`src/rtl/spi_pkg.sv`:
```
// Shared definitions for the SPI responder shift engine: FSM states,
// default frame width and the CPOL/CPHA mode encoding.
package spi_pkg;

  typedef enum logic {
    IDLE   = 1'b0,
    ACTIVE = 1'b1
  } state_t;

  localparam int DATA_W_DEFAULT = 8;

  // Mode number is {cpol, cpha}, matching the usual SPI mode numbering.
  typedef enum logic [1:0] {
    MODE0 = 2'b00,
    MODE1 = 2'b01,
    MODE2 = 2'b10,
    MODE3 = 2'b11
  } spi_mode_t;

  function automatic logic mode_cpol(input spi_mode_t m);
    return m[1];
  endfunction

  function automatic logic mode_cpha(input spi_mode_t m);
    return m[0];
  endfunction

endpackage

```
`src/rtl/spi_sync.sv`:
```
// Plain flop-chain synchronizer used on each asynchronous SPI pin.
// RESET_VAL lets each pin reset to its idle level.
module spi_sync #(
  parameter int   STAGES    = 2,
  parameter logic RESET_VAL = 1'b0
) (
  input  logic pclk,
  input  logic preset,
  input  logic d,
  output logic q
);

  logic [STAGES-1:0] chain;

  // Shift the pin value through STAGES flops
  always_ff @(posedge pclk) begin
    if (preset) begin
      chain <= {STAGES{RESET_VAL}};
    end else begin
      chain[0] <= d;
      for (int i = 1; i < STAGES; i++) begin
        chain[i] <= chain[i-1];
      end
    end
  end

  assign q = chain[STAGES-1];

endmodule

```
`src/rtl/spi_slave_shift_reg.sv`:
```
// SPI responder-side shift engine running in the pclk domain. The SPI pins
// are oversampled; sclk edges are found by comparing the synced level with
// a one-cycle-delayed copy, and classified as leading or trailing relative
// to the CPOL captured when ss went low.
module spi_slave_shift_reg
  import spi_pkg::*;
#(
  parameter int DATA_W      = DATA_W_DEFAULT,
  parameter int SYNC_STAGES = 2
) (
  input  logic              pclk,
  input  logic              preset,
  input  logic              cpol_i,
  input  logic              cpha_i,
  input  logic              lsbfe_i,
  input  logic              sclk_i,
  input  logic              ss_i,
  input  logic              mosi_i,
  output logic              miso_o,
  output logic              miso_oe_o,
  input  logic [DATA_W-1:0] tx_data_i,
  input  logic              tx_load_i,
  output logic              tx_ready_o,
  output logic [DATA_W-1:0] rx_data_o,
  output logic              rx_valid_o,
  output logic              busy_o
);

  localparam int CNT_W = (DATA_W > 1) ? $clog2(DATA_W) : 1;
  localparam logic [CNT_W-1:0] LAST_BIT = CNT_W'(DATA_W - 1);

  logic sclk_s, ss_s, mosi_s;
  logic sclk_d, ss_d;

  state_t    state, state_next;
  spi_mode_t mode;
  logic      cpol, cpha, lsbfe;

  logic [DATA_W-1:0] tx_buf, tx_sh, rx_sh, rx_next, rx_data;
  logic              tx_full, byte_done, rx_valid;
  logic [CNT_W-1:0]  bit_cnt;

  logic ss_fall, start, stop, in_xfer;
  logic sclk_edge, leading, trailing, sample_edge, shift_edge;
  logic handshake, sh_load;

  spi_sync #(.STAGES(SYNC_STAGES), .RESET_VAL(1'b0)) u_sync_sclk (
    .pclk(pclk), .preset(preset), .d(sclk_i), .q(sclk_s)
  );

  spi_sync #(.STAGES(SYNC_STAGES), .RESET_VAL(1'b1)) u_sync_ss (
    .pclk(pclk), .preset(preset), .d(ss_i), .q(ss_s)
  );

  spi_sync #(.STAGES(SYNC_STAGES), .RESET_VAL(1'b0)) u_sync_mosi (
    .pclk(pclk), .preset(preset), .d(mosi_i), .q(mosi_s)
  );

  assign cpol = mode_cpol(mode);
  assign cpha = mode_cpha(mode);

  assign ss_fall = ss_d & ~ss_s;
  assign start   = (state == IDLE) & ss_fall;
  assign stop    = (state == ACTIVE) & ss_s;
  assign in_xfer = (state == ACTIVE) & ~ss_s;

  assign sclk_edge = sclk_s ^ sclk_d;
  assign leading   = sclk_edge & (sclk_d == cpol);
  assign trailing  = sclk_edge & (sclk_s == cpol);

  assign sample_edge = in_xfer & (cpha ? trailing : leading);
  assign shift_edge  = in_xfer & (cpha ? leading : trailing);

  // With cpha=0 the first bit must be on miso before any clock edge, so the
  // shifter is loaded at selection; with cpha=1 it waits for the first
  // leading edge of each byte. cpha=0 reloads on the shift edge after a
  // completed byte instead of shifting.
  assign handshake = tx_load_i & ~tx_full;
  assign sh_load   = (start & ~cpha_i)
                   | (shift_edge & (cpha ? (bit_cnt == '0) : byte_done));

  assign rx_next = lsbfe ? {mosi_s, rx_sh[DATA_W-1:1]}
                         : {rx_sh[DATA_W-2:0], mosi_s};

  assign miso_o     = lsbfe ? tx_sh[0] : tx_sh[DATA_W-1];
  assign miso_oe_o  = (state == ACTIVE);
  assign busy_o     = (state == ACTIVE);
  assign tx_ready_o = ~tx_full;
  assign rx_data_o  = rx_data;
  assign rx_valid_o = rx_valid;

  // Delayed copies of synced sclk and ss for edge detection
  always_ff @(posedge pclk) begin
    if (preset) begin
      sclk_d <= 1'b0;
      ss_d   <= 1'b1;
    end else begin
      sclk_d <= sclk_s;
      ss_d   <= ss_s;
    end
  end

  // State register
  always_ff @(posedge pclk) begin
    if (preset) begin
      state <= IDLE;
    end else begin
      state <= state_next;
    end
  end

  // Next state: select starts a frame, deselect ends it
  always_comb begin
    state_next = state;
    case (state)
      IDLE:    if (ss_fall) state_next = ACTIVE;
      ACTIVE:  if (ss_s)    state_next = IDLE;
      default: state_next = IDLE;
    endcase
  end

  // Mode is frozen at selection so mid-frame changes cannot corrupt a byte
  always_ff @(posedge pclk) begin
    if (preset) begin
      mode  <= MODE0;
      lsbfe <= 1'b0;
    end else if (start) begin
      mode  <= spi_mode_t'({cpol_i, cpha_i});
      lsbfe <= lsbfe_i;
    end
  end

  // Transmit buffer: a new byte wins over a same-cycle load into the shifter
  always_ff @(posedge pclk) begin
    if (preset) begin
      tx_buf  <= '0;
      tx_full <= 1'b0;
    end else if (handshake) begin
      tx_buf  <= tx_data_i;
      tx_full <= 1'b1;
    end else if (sh_load) begin
      tx_full <= 1'b0;
    end
  end

  // Transmit shifter: load from the buffer (zeros if empty) or shift out
  always_ff @(posedge pclk) begin
    if (preset) begin
      tx_sh <= '0;
    end else if (sh_load) begin
      tx_sh <= tx_full ? tx_buf : '0;
    end else if (shift_edge) begin
      tx_sh <= lsbfe ? {1'b0, tx_sh[DATA_W-1:1]} : {tx_sh[DATA_W-2:0], 1'b0};
    end
  end

  // Receive shifter, bit counter and completed-byte pulse
  always_ff @(posedge pclk) begin
    if (preset) begin
      rx_sh     <= '0;
      bit_cnt   <= '0;
      byte_done <= 1'b0;
      rx_data   <= '0;
      rx_valid  <= 1'b0;
    end else begin
      rx_valid <= 1'b0;
      if (start || stop) begin
        rx_sh     <= '0;
        bit_cnt   <= '0;
        byte_done <= 1'b0;
      end else if (sample_edge) begin
        rx_sh <= rx_next;
        if (bit_cnt == LAST_BIT) begin
          bit_cnt   <= '0;
          byte_done <= 1'b1;
          rx_data   <= rx_next;
          rx_valid  <= 1'b1;
        end else begin
          bit_cnt <= bit_cnt + 1'b1;
        end
      end else if (sh_load) begin
        byte_done <= 1'b0;
      end
    end
  end

endmodule

```
`config.mk`:
```
export PLATFORM = sky130hd
export DESIGN_NAME = spi_slave_shift_reg
export DESIGN_NICKNAME = d
export VERILOG_FILES = /design/src/rtl/spi_pkg.sv /design/src/rtl/spi_sync.sv /design/src/rtl/spi_slave_shift_reg.sv
export SDC_FILE = /design/constraint.sdc
export NUM_CORES = 1
export LEC_CHECK = 0
export BUFFER_PORTS_ARGS = -buffer_cell sky130_fd_sc_hd__buf_2
export CAP_MARGIN = 20
export CORE_MARGIN = 2
export CORE_UTILIZATION = 53
export DETAILED_ROUTE_END_ITERATION = 8
export GPL_TIMING_DRIVEN = 0
export PLACE_DENSITY = 0.72
export SLEW_MARGIN = 20
export SYNTH_ARGS = -nofsm -noshare
export SYNTH_HDL_FRONTEND = slang
export SYNTH_SLANG_ARGS = --single-unit
```
`constraint.sdc`:
```
create_clock -name pclk -period 4.3 [get_ports pclk]
set_clock_uncertainty 0.15 [all_clocks]
set_input_delay 0 -clock pclk [delete_from_list [all_inputs] [get_ports pclk]]
set_output_delay 0 -clock pclk [all_outputs]
set_load 0.01 [all_outputs]
```
==> results.md <==
* Clock latency on the worst-skew pair at a little over 0.3 ns
* Mux share of post-synthesis cell area at a little under an eighth
* Crit-path max FO at 10
* Sw Pwr at roughly 210 uW
* Crit. End Element: flop
* CP Data Required Time at around 4.4 ns
* Share of layout cells above drive strength 1 at about a fifth
* Hold slack at roughly 0.050 ns
* Worst IR Drop VDD at just under 300 uV
* Final ANT Viol Nets at 0
* Total gr overflow at 0
* Sequential cell fraction of total power at 54.0%
* Post-synth EDFFs at 0
* Synth Area per Inst at a little over 9 sq um
* Worst path arrival time at between 2 and 2.5 ns
* Crit path max-delay cell type: clkbuf_1
* P_leak at between 1 and 1.5 nW
* # clock sinks at 50
* Setup_tns at 0 ns
* Die H at between 60 and 70 um
* Switching fraction of total power at a little under a quarter
* Cells along the critical path: xor2_1 -> mux2i_1 -> clkbuf_1 -> a31oi_1 -> a311oi_1
* DP HPWL at between 3000 and 4000 um
* Synth async-reset ratio at 0%
* Post-synthesis register bit count at 50
* Final hold violation count at 0
* Largest net degree at the start of global routing at 16
* Vias per cell at between 5 and 6
* Total GRT Usage at between 20% and 30%
* Initial core utilization at a little under three fifths
* Finish-stage setup viols at 0
* # diodes at 0
* Root Buffer: clkbuf_8
* # DRC at 0
* Cell area after synthesis at 2250 sq um
* I/O Buffers at 29
* Synthesized Nets at about 260
* Simple-Gate Fraction of Synth Area at 15.4%
* Yosys warnings at 0
* Vias in the first global route at around 1800
* Die Span X at approximately 69 um
* Die area at approximately 4800 sq um
* Synthesized instance count at roughly 240
* Ys flop type: dfxtp_1
* Compound-cell area share of the yosys netlist at roughly a fifth
* Clock slew at reported path FFs at ~0.090 ns
* Cts repair resizes at 0
* Drt first pass iters at 6
* Setup bufs post-CTS at 0
* DR WL/cell at ~14 um
* Max incr delay on CP at approximately 0.4 ns
* Status: completed
* Worst slew margin at approximately 55%
* Top cells by area, synth: dfxtp_1 44%, mux2i_1 11%, a21oi_1 4.7%
* Xor/xnor share of the synthesized area at less than 1%
* Crit share post-route at about half
* Worst slew pin tran at a little under 0.7 ns
* Final WL at 4930 um
* Final Power at 894 uW
* Rows at 23
* Adder-cell share of the synthesized area at under 10%
* Largest family of logic cells by synthesized area: compound AO/OA/AOI/OAI gates
* Final Instance Area at 2720 sq um
* RSZ-0062 raised after global routing: false
* Iteration-0 DRC Markers at between 150 and 200
* CTS tree: built
* Synth area leader: dfxtp_1
* Seq/Total Area, Yosys at about 44%
* Clock share of power at 36.8%
* Area post-placement at ~2500 sq um
* CP Class: reg2reg
* IO Pins at 30
* Pint at approximately 690 uW
* Via count at between 1500 and 2000
* Initial antenna violation count at 0
* Max-slew violations at 0
* RD Place Congestion at 0.837
* H-tree depth at 2
* CTS Buffer Depth at 2
* Core Footprint at a little over 4000 sq um
* HP Class: in2reg
* TritonCTS Buffers at 5
* # nets final at 313
* Crit path launch type: flop
* Maxcap violations at 0
* Logic pwr share at under 10%
* PwrDens at ~330 nW/um^2
* FMAX at between 400 and 500 MHz
* First-pass GRT wire length at a little over 8000 um
* Final min period at just over 2 ns
* Yosys top cell area share at between 40% and 50%
* Synth cell types at between 40 and 50
* Fin util at roughly 67%
* Area added between synthesis and finish at 20.7%
==> flip-flops by register name (all words and copies together) (netlist names), 2 cells and up <==
signal and cells:
bit_cnt 3, mode 2, rx_data_o 8, rx_sh 8, tx_buf 8, tx_sh 8
u_sync_mosi.chain 2, u_sync_sclk.chain 2, u_sync_ss.chain 2
==> power by group through the flow <==
| stage | clock network [mW] | registers (mW) | logic, mW |
|---|---|---|---|
| finish | 0.329 | 0.483 | 0.0822 |
| global route | 0.352 | 0.484 | 0.0909 |
| CTS | 0.335 | 0.483 | 0.0817 |
| detailed placement | 0 | 0.494 | 0.0709 |
| global placement | 0 | 0.493 | 0.0704 |
| floorplan | 0 | 0.492 | 0.0506 |
==> cells in the mapped netlist, drive strengths merged (3+ instances only) <==
library cell,instances
mux2i,25
a21oi,21
clkbuf,11
o21a,6
a211oi,8
or2,3
nand2,25
o21ai,4
nor2,9
buf,10
inv,11
nor2b,6
a31oi,16
a311oi,8
nor3b,3
dfxtp,50
ha,3
==> routing by layer <==
| metal | track usage (%) | wire length [um] |
|---|---|---|
| met2 | 32.7 | 2210 |
| met1 | 28.2 | 2450 |
| met5 | 0 | 0 |
| met4 | 7.19 | 55 |
| met3 | 4.51 | 214 |
==> per-stage QoR <==
stage | worst slack [ns] | instances
2_1_floorplan | 2.55 | 242
3_3_place_gp | 2.32 | 321
3_5_place_dp | 2.26 | 321
4_1_cts | 2.23 | 344
5_1_grt | 2.09 | 344
6_report | 2.23 | 344
==> final timing paths <==
path	from	endpoint	slack [ns]	cells after the start
worst min-delay path	tx_load_i	tx_buf[3]	0.05	4
worst max register to register	mode[0]	rx_data_o[7]	2.23	5
worst max-delay path	mode[0]	rx_data_o[7]	2.23	5
worst min register to register	u_sync_ss.chain[0]	u_sync_ss.chain[1]	0.27	1
==> cell usage in the layout, fill, tap and decap left out, types with 2 or more instances in the layout <==
| master | n |
|---|---|
| dfxtp_1 | 50 |
| buf_2 | 34 |
| nand2_1 | 25 |
| mux2i_1 | 25 |
| a21oi_1 | 21 |
| a31oi_1 | 16 |
| dlygate4sd3_1 | 15 |
| inv_1 | 11 |
| clkbuf_1 | 10 |
| a211oi_1 | 8 |
| a311oi_1 | 8 |
| nor2_1 | 8 |
| nor2b_1 | 6 |
| o21a_1 | 6 |
| clkbuf_8 | 5 |
| o21ai_0 | 4 |
| nor3b_1 | 3 |
| or2_2 | 3 |
| ha_1 | 3 |
| buf_4 | 2 |
| nand2b_1 | 2 |
| buf_6 | 2 |
| and2b_1 | 2 |
| nand3_1 | 2 |
| clkinv_2 | 2 |
==> critical path, delay by kind of cell (launching register included) <==
family / cells / cell delay (ns)
AOI/OAI and AO/OA: 2 / 0.44
buffers and inverters: 1 / 0.41
DFF: 1 / 0.38
xor gates and xnor gates: 1 / 0.32
muxes: 1 / 0.28
==> layout make-up <==
type | count | area, sq um
plain buffers | 21 | 109
clock buffers | 5 | 68.8
flip-flops and latches | 50 | 1000
well taps | 50 | 62.6
multi-input cells | 160 | 1100
fillers | 338 | 1340
inverters | 11 | 41.3
repair buffers | 44 | 295
clock inverters | 3 | 40.0
==> cells by family after synthesis <==
kind of cell | Yosys count
mux | 26
buf+inv | 32
compound gates | 68
fa+ha+maj | 3
simple gates | 62
flops | 50
xor+xnor | 1
==> what timing repair did <==
action | in CTS | in global routing
hold buffers | 15 | 0
endpoints found under the hold margin | 16 | 0
setup endpoints to repair | 0 | 0
Note: power is estimated with default switching activity, not from simulation.
